===== config.mk =====
export PLATFORM = sky130hd
export DESIGN_NAME = gpio_in_filter
export DESIGN_NICKNAME = d
export VERILOG_FILES = /design/src/rtl/gpio_in_filter.sv
export SDC_FILE = /design/constraint.sdc
export NUM_CORES = 1
export LEC_CHECK = 0
export ABC_AREA = 1
export CORE_MARGIN = 4
export CORE_UTILIZATION = 35
export CTS_CLUSTER_SIZE = 12
export DETAILED_ROUTE_END_ITERATION = 12
export PLACE_DENSITY = 0.61
export RECOVER_POWER = 50
export SLEW_MARGIN = 25
export SYNTH_ARGS = -nofsm -noshare
export SYNTH_HDL_FRONTEND = slang
export SYNTH_SLANG_ARGS = --single-unit
export TNS_END_PERCENT = 1

===== constraint.sdc =====
create_clock -name clk -period 3.6 [get_ports clk]
set_input_delay 0.72 -clock clk [delete_from_list [all_inputs] [get_ports clk]]
set_output_delay 0.72 -clock clk [all_outputs]
set_load 0.02 [all_outputs]

===== src/rtl/gpio_in_filter.sv =====
// gpio_in_filter: input conditioning for the gpio register block.
// Each pad input is synchronised through two flops and then debounced by a
// per-pin stability counter. The filtered level, single-cycle rise/fall pulses,
// sticky edge-pending flags and a combined interrupt are all registered.
module gpio_in_filter #(
  parameter int NUM_PINS      = 2,
  parameter int STABLE_CYCLES = 1000
) (
  input  logic                clk,
  input  logic                rst,
  input  logic [NUM_PINS-1:0] pin_i,
  input  logic [NUM_PINS-1:0] en_i,
  input  logic [NUM_PINS-1:0] clr_i,
  output logic [NUM_PINS-1:0] pin_o,
  output logic [NUM_PINS-1:0] rise_o,
  output logic [NUM_PINS-1:0] fall_o,
  output logic [NUM_PINS-1:0] pending_o,
  output logic                irq_o
);

  localparam int CNT_W = $clog2(STABLE_CYCLES + 1);
  // Terminal count: when reached with the input still differing, the new level is accepted.
  localparam logic [CNT_W-1:0] CNT_LAST = CNT_W'(STABLE_CYCLES - 1);
  localparam logic [CNT_W-1:0] CNT_ZERO = {CNT_W{1'b0}};
  localparam logic [CNT_W-1:0] CNT_ONE  = CNT_W'(1);

  // Synchroniser stages
  logic [NUM_PINS-1:0] s1_r;
  logic [NUM_PINS-1:0] s2_r;

  // Filter state and registered outputs
  logic [CNT_W-1:0]    cnt_r [NUM_PINS];
  logic [NUM_PINS-1:0] pin_r;
  logic [NUM_PINS-1:0] rise_r;
  logic [NUM_PINS-1:0] fall_r;
  logic [NUM_PINS-1:0] pending_r;
  logic                irq_r;

  // Next-state values
  logic [CNT_W-1:0]    cnt_s [NUM_PINS];
  logic [NUM_PINS-1:0] pin_s;
  logic [NUM_PINS-1:0] rise_s;
  logic [NUM_PINS-1:0] fall_s;
  logic [NUM_PINS-1:0] pending_s;

  // Per-pin debounce decision: count while the synchronised level differs, accept at terminal count
  always_comb begin
    pin_s  = pin_r;
    rise_s = {NUM_PINS{1'b0}};
    fall_s = {NUM_PINS{1'b0}};
    for (int n = 0; n < NUM_PINS; n++) begin
      cnt_s[n] = cnt_r[n];
      if (!en_i[n]) begin
        cnt_s[n] = CNT_ZERO;
      end else if (s2_r[n] == pin_r[n]) begin
        // Input agrees with the filtered level (or a glitch returned): restart qualification
        cnt_s[n] = CNT_ZERO;
      end else if (cnt_r[n] == CNT_LAST) begin
        cnt_s[n]  = CNT_ZERO;
        pin_s[n]  = s2_r[n];
        rise_s[n] = s2_r[n];
        fall_s[n] = ~s2_r[n];
      end else begin
        cnt_s[n] = cnt_r[n] + CNT_ONE;
      end
    end
    // A new edge in the same cycle as a clear keeps the flag set
    pending_s = (pending_r & ~clr_i) | rise_s | fall_s;
  end

  // State registers: synchroniser always runs; everything clears on reset
  always_ff @(posedge clk) begin
    if (rst) begin
      s1_r      <= {NUM_PINS{1'b0}};
      s2_r      <= {NUM_PINS{1'b0}};
      pin_r     <= {NUM_PINS{1'b0}};
      rise_r    <= {NUM_PINS{1'b0}};
      fall_r    <= {NUM_PINS{1'b0}};
      pending_r <= {NUM_PINS{1'b0}};
      irq_r     <= 1'b0;
      for (int n = 0; n < NUM_PINS; n++) begin
        cnt_r[n] <= CNT_ZERO;
      end
    end else begin
      s1_r      <= pin_i;
      s2_r      <= s1_r;
      pin_r     <= pin_s;
      rise_r    <= rise_s;
      fall_r    <= fall_s;
      pending_r <= pending_s;
      irq_r     <= |pending_s;
      for (int n = 0; n < NUM_PINS; n++) begin
        cnt_r[n] <= cnt_s[n];
      end
    end
  end

  assign pin_o     = pin_r;
  assign rise_o    = rise_r;
  assign fall_o    = fall_r;
  assign pending_o = pending_r;
  assign irq_o     = irq_r;

endmodule

==> results of run 1 <==
## logic make-up (layout without fill, tap and decap cells)
kind of cell,after synthesis,after routing,synth area share [%]
flip-flops,33,33,45.87
adder cells (fa/ha/maj),2,2,1.737
AND/OR/NAND/NOR,117,117,38.05
buffers and inverters,33,56,8.687
AO/OA/AOI/OAI,15,15,5.647
## registers in the layout, indices dropped and copies added, names as in the netlist
register,cells
irq_o,1
rise_o,2
s1_r,2
pending_o,2
s2_r,2
cnt_r,20
pin_o,2
fall_o,2
## power by group
| group | switching, mW | internal [mW] | total [mW] |
|---|---|---|---|
| clock network | 0.130 | 0.173 | 0.303 |
| registers | 0.00181 | 0.368 | 0.369 |
| logic | 0.00698 | 0.00846 | 0.0154 |
| total | 0.139 | 0.549 | 0.688 |
## metrics by stage
stage / setup slack (ns) / util, %
finish: 1.592 / 43.42
global route: 1.520 / 43.42
CTS: 1.572 / 43.98
detailed placement: 1.659 / 41.45
global placement: 1.714 / 41.45
floorplan: 2.227 / -
## layout by cell type, fill, tap and decap left out
master | synthesis | final
nand3b_1 | 2 | 2
nand2_2 | 2 | 1
a21oi_1 | 11 | 11
nor3_1 | 5 | 6
clkbuf_8 | 0 | 7
nor2_1 | 31 | 34
clkdlybuf4s50_1 | 0 | 15
clkinv_2 | 0 | 1
inv_2 | 1 | 1
inv_1 | 31 | 31
or3_1 | 1 | 1
nand4_1 | 5 | 5
nand3_1 | 13 | 13
nand2_1 | 43 | 45
nor2_4 | 1 | 1
nor2_2 | 7 | 4
or2_0 | 1 | 1
or2_1 | 2 | 2
o21bai_1 | 1 | 1
a21oi_2 | 1 | 1
nand3_2 | 2 | 2
o21ai_0 | 2 | 2
ha_1 | 2 | 2
dlygate4sd3_1 | 0 | 1
dfxtp_1 | 33 | 33
## layout make-up
cell class | count | area, sq um | share of cell area, %
clock inverter | 1 | 5.005 | 0.2882
inverter | 32 | 120.1 | 6.916
multi-input combinational | 134 | 631.9 | 36.38
tap | 50 | 62.56 | 3.602
timing repair buffer | 16 | 160.2 | 9.222
clock buffer | 7 | 96.34 | 5.548
sequential | 33 | 660.6 | 38.04
## layer usage
metal	vias up	wire, um
li1	664	-
met4	0	45
met2	15	1112
met1	521	1267
met5	-	0
met3	6	132
## cell usage after synthesis, drive strengths merged
cell type  instances  area [sq um]
a21oi             12         63.81
o21ai              2         10.01
o21bai             1         7.510
nand3b             2         15.01
inv               32         120.1
nor3               6         35.03
or2                3         18.77
buf                1         5.000
nand2             46         185.2
nand4              5         31.28
nor2              39         171.4
ha                 2         25.02
dfxtp             33         660.6
or3                1         6.260
nand3             15         85.08
## path summary, 6_finish.rpt
path	to	slack, ns
hold reg to reg	s2_r[1]	0.40
setup / recovery	pin_o[1]	1.59
setup reg to reg	cnt_r[0][16]	2.01
hold / removal	s2_r[1]	0.40
## worst min-delay path, stage by stage (launching register included)
cell     delay, ns
dfxtp_1       0.29
inv_1         0.04
nor2_1        0.03
==> flow_summary.ini, run 1 <==
[yosys]
post_synth_inst_count = 200
synth_fp_nets = 210
yosysSeqAreaShare_pct = 45.87
post_synth_instance_area_sq_mm = 0.001440
syn-mean-instance-area_sq_um = 7.201
yosys.cell_types.count = 24
yosysWarningCount = 0
ys_seq_elements = 33

[setup_path]
timing.critical_path.cells = clkdlybuf4s50_1
rr_startpoint = cnt_r[0][10]
number_of_cells_traversed_by_the_worst_register_to_register_path = 8
cp_slowest_cell = clkdlybuf4s50_1
cpLargestDelayFamily = buffers and inverters
worst_setup_path_start_kind = register
timing.critical_path.arrival_ns = 1.29
crit_path_class = register to primary output
buf_inv_stages_crit_path = 1
crit_path_end_kind = primary output
slowest_delay_ns = 0.62
required_ns = 2.88
worst-path-stages = 1
timing.critical_path.fanout_max = 4
worst_setup_path_startpoint = pin_o[1]

[status]
run_status = completed

[detailed_routing]
route.detailed.drc = 0
number_of_optimization_iterations_in_the_first_detailed_route_pass = 4
route.antenna.remaining_nets = 0
drt_first_iter_violations = 74
wire_per_inst_um = 9.366
detailroute.via_count = 1206
viasPerCell = 4.418
routed_wl_um = 2557

[sta]
whs_ns = 0.4013
tns_ns = 0
finalHoldViolCount = 0
rsz0062_at_grt = false
period_share_pct = 55.78
max_transition_margin_pct = 78.74
slew_viol_final = 0
clock_skew_ns = 0.007638
setup_viol = 0
max_clock_freq_mhz = 498.0
finalWorstPathRequiredPeriod_ns = 2.008
timing_worst_slew_pin_value_ns = 0.3165

[clock_network]
cts-htree-levels = 2
post_cts_buffers = 0
clk_pin_slew_worst_paths_ns = 0.07
cts_resized = 0
cts_buffer_depth = 2
cts_tree = done
clock_buffer_count_from_cts = 5
clock-root-buffer = clkbuf_8
clock_sinks = 33
insertion_delay_ns = 0.29
cts-hold-fix-buffers = 0

[placement]
buffers_on_ports = 16
detailedPlacementHpwl_um = 1913
post-place-cells = 265
dpl_cell_area_sq_mm = 0.001658
routability_driven_placement_congestion_ratio = 0.7738

[layout]
finalNetCount = 232
n_fill_cell = 424
fraction_of_final_layout_cells_with_drive_strength_greater_than_1_pct = 8.072
area_delta_synth_final_pct = 20.59
layout.cell_area.non_filler_sq_mm = 0.001737
stdcell_count = 273
antenna_cells = 0

[worst_hold_path]
whs_path_depth = 2
holdCritPathClass = register to register
hold_start = s1_r[1]

[die]
count_of_pins_on_the_block_boundary = 17
die_w_um = 72.15
dieArea_sq_mm = 0.005205
die-height_um = 72.15
core_area_sq_mm = 0.004000
starting_utilization_of_the_core_area_pct = 36.00
placement_rows = 23

[global_routing]
grt_pass1_vias = 1111
grt_util_all_layers_pct = 11.23
pin_count_of_the_biggest_net_entering_global_routing = 11
antenna_found_initial = 0
groute.layer.met1.usage_pct = 13.98
gr-usage-met3_pct = 4.986
grt_first_pass_wirelength_um = 4567
gr-usage-met2_pct = 16.68
grt.busiest_layer = met2
globalRoute.totalOverflow = 0

[pwr]
vdd.ir_drop.worst_uv = 266.7
total_power_mw = 0.6876
areal_power_density_over_the_cells_mw_per_mm2 = 395.9
static-leakage-power_nw = 0.6221

[job]
cap_violations = 0
(Power assumes the default switching activity.)
==> inputs of run 2 (changes only) <==
clock period = 2.01 ns   (was 3.6 ns; I/O delays follow)
==> run 2 against run 1 <==
  * Register-to-register slack worse by 1.6 ns
  * Largest cell class unchanged
  * Sequential power up 79%
  * Clock power rose by 64%
  * Wire length is 0.90% higher
  * Combinational power increased by 86%
  * Die area unchanged
  * Total power rose by 73%
  * Critical endpoint unchanged
  * First-iteration DRC count increased by 12%
  * Cell area decreased by 0.29%
  * Non-clock buffer count stayed put
==> flow_summary.ini, run 2 (synthesis results as in run 1) <==
[setup_path]
worst_setup_path_start_kind = register
termination_of_the_worst_setup_path = pin_o[1]
required_ns = 1.61
slowest_delay_ns = 0.62
timing.critical_path.arrival_ns = 1.29
cp_slowest_cell = clkdlybuf4s50_1
timing.critical_path.fanout_max = 4
worstReg2RegEnd = cnt_r[0][10]
crit_path_class = register to primary output
timing.critical_path.cells = clkdlybuf4s50_1
worst-path-stages = 1
worst_setup_path_startpoint = pin_o[1]
cpLargestDelayFamily = buffers and inverters
crit_path_end_kind = primary output
rr_startpoint = cnt_r[0][10]
rrSetupSlack_ns = 0.45
number_of_cells_traversed_by_the_worst_register_to_register_path = 8
buf_inv_stages_crit_path = 1

[layout]
fraction_of_final_layout_cells_with_drive_strength_greater_than_1_pct = 7.658
layout.cells.most_common = nand2_1
largest_register = cnt_r
n_fill_cell = 438
post-route-util_pct = 43.29
finalNetCount = 232
largest_register_ffs = 20
layout.cell_area.non_filler_sq_mm = 0.001732
stdcell_count = 272
mostFrequentLayoutCells = nand2_1 (44), nor2_1 (33), dfxtp_1 (33)
antenna_cells = 0
area_delta_synth_final_pct = 20.24

[placement]
detailedPlacementHpwl_um = 1932
dpl_cell_area_sq_mm = 0.001658
buffers_on_ports = 16
post-place-cells = 265
routability_driven_placement_congestion_ratio = 0.7738

[pwr]
areal_power_density_over_the_cells_mw_per_mm2 = 685.6
vdd.ir_drop.worst_uv = 464.5
static-leakage-power_nw = 0.6158
total_power_mw = 1.187

[die]
count_of_pins_on_the_block_boundary = 17
dieArea_sq_mm = 0.005205
die_w_um = 72.15
starting_utilization_of_the_core_area_pct = 36.00
placement_rows = 23
core_area_sq_mm = 0.004000
die-height_um = 72.15

[detailed_routing]
routed_wl_um = 2580
route.antenna.remaining_nets = 0
detailroute.via_count = 1221
number_of_optimization_iterations_in_the_first_detailed_route_pass = 4
wire_per_inst_um = 9.485
viasPerCell = 4.489
drt_first_iter_violations = 83
route.detailed.drc = 0

[sta]
timing_worst_slew_pin_value_ns = 0.3296
max_transition_margin_pct = 77.85
max_clock_freq_mhz = 591.4
period_share_pct = 84.12
finalHoldViolCount = 0
clock_skew_ns = 0.008161
finalWorstPathRequiredPeriod_ns = 1.691
slew_viol_final = 0
rsz0062_at_grt = false
setup_viol = 0
tns_ns = 0

[clock_network]
post_cts_buffers = 0
clock-root-buffer = clkbuf_8
cts-hold-fix-buffers = 0
clock_buffer_count_from_cts = 5
cts_tree = done
cts-htree-levels = 2
insertion_delay_ns = 0.28
clk_pin_slew_worst_paths_ns = 0.07
cts_resized = 0
cts_buffer_depth = 2
clock_sinks = 33

[global_routing]
grt_util_all_layers_pct = 11.18
antenna_found_initial = 0
grt_first_pass_wirelength_um = 4581
pin_count_of_the_biggest_net_entering_global_routing = 10
globalRoute.totalOverflow = 0
grt_pass1_vias = 1129

[worst_hold_path]
holdCritPathClass = register to register

[status]
run_status = completed

[job]
cap_violations = 0
[run 2: worst min path at each step]
stage             from  cells past startpoint  endpoint
2_1_floorplan  s1_r[0]                      2   s2_r[0]
3_3_place_gp   s1_r[1]                      2   s2_r[1]
3_5_place_dp   s1_r[1]                      2   s2_r[1]
4_1_cts        s1_r[1]                      2   s2_r[1]
5_1_grt        s1_r[0]                      2   s2_r[0]
6_report       s1_r[1]                      2   s2_r[1]
[run 2: tightest hold or removal path, cell delays in order (launching register included)]
cell	delay, ns
dfxtp_1	0.29
inv_1	0.04
nor2_1	0.03
[run 2: power by group]
part	switching [mW]	leakage (nW)	internal [mW]	total [mW]
combinational	0.0131	0.305	0.0155	0.0287
sequential	0.00328	0.267	0.658	0.662
clock	0.225	0.0443	0.271	0.497
total	0.242	0.616	0.945	1.19
[run 2: per-stage QoR]
stage          setup WS [ns]  hold WS, ns
6_report              0.3192       0.4015
5_1_grt               0.2766       0.4226
4_1_cts               0.3050       0.4045
3_5_place_dp          0.3952       0.3955
3_3_place_gp          0.4417       0.3953
2_1_floorplan         0.7223       0.3883
[run 2: area by class of cell]
| class | instances | area, sq um | area share [%] |
|---|---|---|---|
| Clock buffer | 7 | 86.33 | 4.986 |
| Inverter | 32 | 120.1 | 6.936 |
| Tap cell | 50 | 62.56 | 3.613 |
| Sequential cell | 33 | 660.6 | 38.15 |
| Multi-Input combinational cell | 134 | 641.9 | 37.07 |
| Timing Repair Buffer | 16 | 160.2 | 9.249 |
[run 2: per-layer routing]
metal  global-route usage, %  vias to the layer above  routed length [um]
li1                        -                      665                   -
met1                   14.10                      536                1298
met2                   17.29                       12                1112
met3                   3.324                        8                 107
met4                   5.637                        0                  62
met5                       0                        -                   0
==> inputs of run 3 (changes only) <==
clock period = 1.6 ns   (was 2.01 ns; I/O delays follow)
==> run 3 against run 2 <==
  * Core utilization up 0.13 points
  * Sequential share of layout area down 0.11 points
  * Combinational power up 37%
  * Register-to-register slack worse by 0.25 ns
  * Clock power up 20%
==> flow_summary.ini, run 3 (synthesis results as in run 1) <==
[setup_path]
cp_slowest_cell = clkdlybuf4s50_1
crit_path_class = register to primary output
required_ns = 1.28
timing.critical_path.cells = clkdlybuf4s50_1
cpLargestDelayFamily = buffers and inverters
slowest_delay_ns = 0.61
worst_setup_path_start_kind = register
rrSetupSlack_ns = 0.20
crit_path_end_kind = primary output
buf_inv_stages_crit_path = 1
timing.critical_path.fanout_max = 2
timing.critical_path.arrival_ns = 1.22

[placement]
buffers_on_ports = 16
dpl_cell_area_sq_mm = 0.001673
place_worst_setup_slack_ns = 0.1089
detailedPlacementHpwl_um = 1931
routability_driven_placement_congestion_ratio = 0.7372

[detailed_routing]
drt_first_iter_violations = 58
number_of_optimization_iterations_in_the_first_detailed_route_pass = 4
detailroute.via_count = 1227
dr_wl_met2_um = 1107
wire_per_inst_um = 9.255
highest_layer = met4
routed_wl_um = 2545
route.met3.wl_um = 130
route.detailed.drc = 0
detail_route.wirelength.met1_um = 1260
route.antenna.remaining_nets = 0
viasPerCell = 4.462

[sta]
max_clock_freq_mhz = 648.7
clock_skew_ns = 0.004754
finalHoldViolCount = 0
timing_worst_slew_pin_value_ns = 0.3657
setup_viol = 0
max_transition_margin_pct = 75.43
tns_ns = 0
finalWorstPathRequiredPeriod_ns = 1.542
rsz0062_at_grt = false
fin_ws_ns = 0.05843
slew_viol_final = 0
period_share_pct = 96.35

[global_routing]
grt_util_all_layers_pct = 11.10
pin_count_of_the_biggest_net_entering_global_routing = 11
globalRoute.totalOverflow = 0
antenna_found_initial = 0
grt_first_pass_wirelength_um = 4574
grt_pass1_vias = 1100

[clock_network]
cts-htree-levels = 2
cts_tree = done
insertion_delay_ns = 0.28
clk_pin_slew_worst_paths_ns = 0.07
cts_buffer_depth = 2
clock_sinks = 33
clock_buffer_count_from_cts = 5
clock-root-buffer = clkbuf_8

[die]
dieArea_sq_mm = 0.005205
count_of_pins_on_the_block_boundary = 17
die_w_um = 72.15
starting_utilization_of_the_core_area_pct = 36.00
die-height_um = 72.15
placement_rows = 23
core_area_sq_mm = 0.004000

[layout]
n_fill_cell = 412
post-route-util_pct = 43.42
largest_register = cnt_r
finalNetCount = 234
layout.cells.most_common = nand2_1
antenna_cells = 0
layout.cell_area.non_filler_sq_mm = 0.001737
fraction_of_final_layout_cells_with_drive_strength_greater_than_1_pct = 9.778
mostFrequentLayoutCells = nand2_1 (43), dfxtp_1 (33), nor2_1 (32)
area_delta_synth_final_pct = 20.59
largest_register_ffs = 20

[pwr]
static-leakage-power_nw = 0.6235
total_power_mw = 1.467
internal_power_mw = 1.148
areal_power_density_over_the_cells_mw_per_mm2 = 844.9
swShare_pct = 21.73
share_clk_of_total_power_pct = 40.8
p_comb_share_pct = 2.7
vdd.ir_drop.worst_uv = 494.2
switching_power_mw = 0.3189
power.share.sequential_pct = 56.6

[job]
cap_violations = 0

[status]
run_status = completed

[worst_hold_path]
holdCritPathClass = register to register
[run 3: power groups by stage]
stage | sequential [mW] | clock [mW] | combinational, mW
2_1_floorplan | 0.848 | 0 | 0.0178
3_3_place_gp | 0.849 | 0 | 0.0414
3_5_place_dp | 0.849 | 0 | 0.0410
4_1_cts | 0.830 | 0.631 | 0.0412
5_1_grt | 0.830 | 0.655 | 0.0442
6_report | 0.830 | 0.598 | 0.0392
[run 3: what timing repair did]
action,4_1_cts,5_1_grt
resized for setup,1,1
hold buffers,0,0
setup buffers,0,0
endpoints found under the setup margin,1,1
[run 3: final timing paths]
| check | startpoint | to | cells past startpoint |
|---|---|---|---|
| max reg2reg | cnt_r[0][11] | cnt_r[0][17] | 8 |
| min reg2reg | s1_r[0] | s2_r[0] | 2 |
| max | pending_o[1] | pending_o[1] | 1 |
| min | s1_r[0] | s2_r[0] | 2 |
[run 3: per-layer routing]
metal / track usage [%] / vias up
met4: 5.010 / 0
li1: - / 668
met1: 13.45 / 535
met5: 0 / -
met3: 3.463 / 5
met2: 18.00 / 19
[run 3: through the flow]
step,std cells,hold slack [ns]
after global routing,275,0.4254
final,275,0.3998
after detailed placement,267,0.3987
after global placement,267,0.4052
after CTS,275,0.4040
after floorplan,200,0.3883
[run 3: area by class of cell]
cell class,count,area [sq um],area share [%]
sequential,33,660.6,38.04
timing repair buffer,18,163.9,9.438
clock inverter,2,10.01,0.5764
multi-input combinational,134,646.9,37.25
inverter,32,120.1,6.916
tap,50,62.56,3.602
clock buffer,6,72.57,4.179
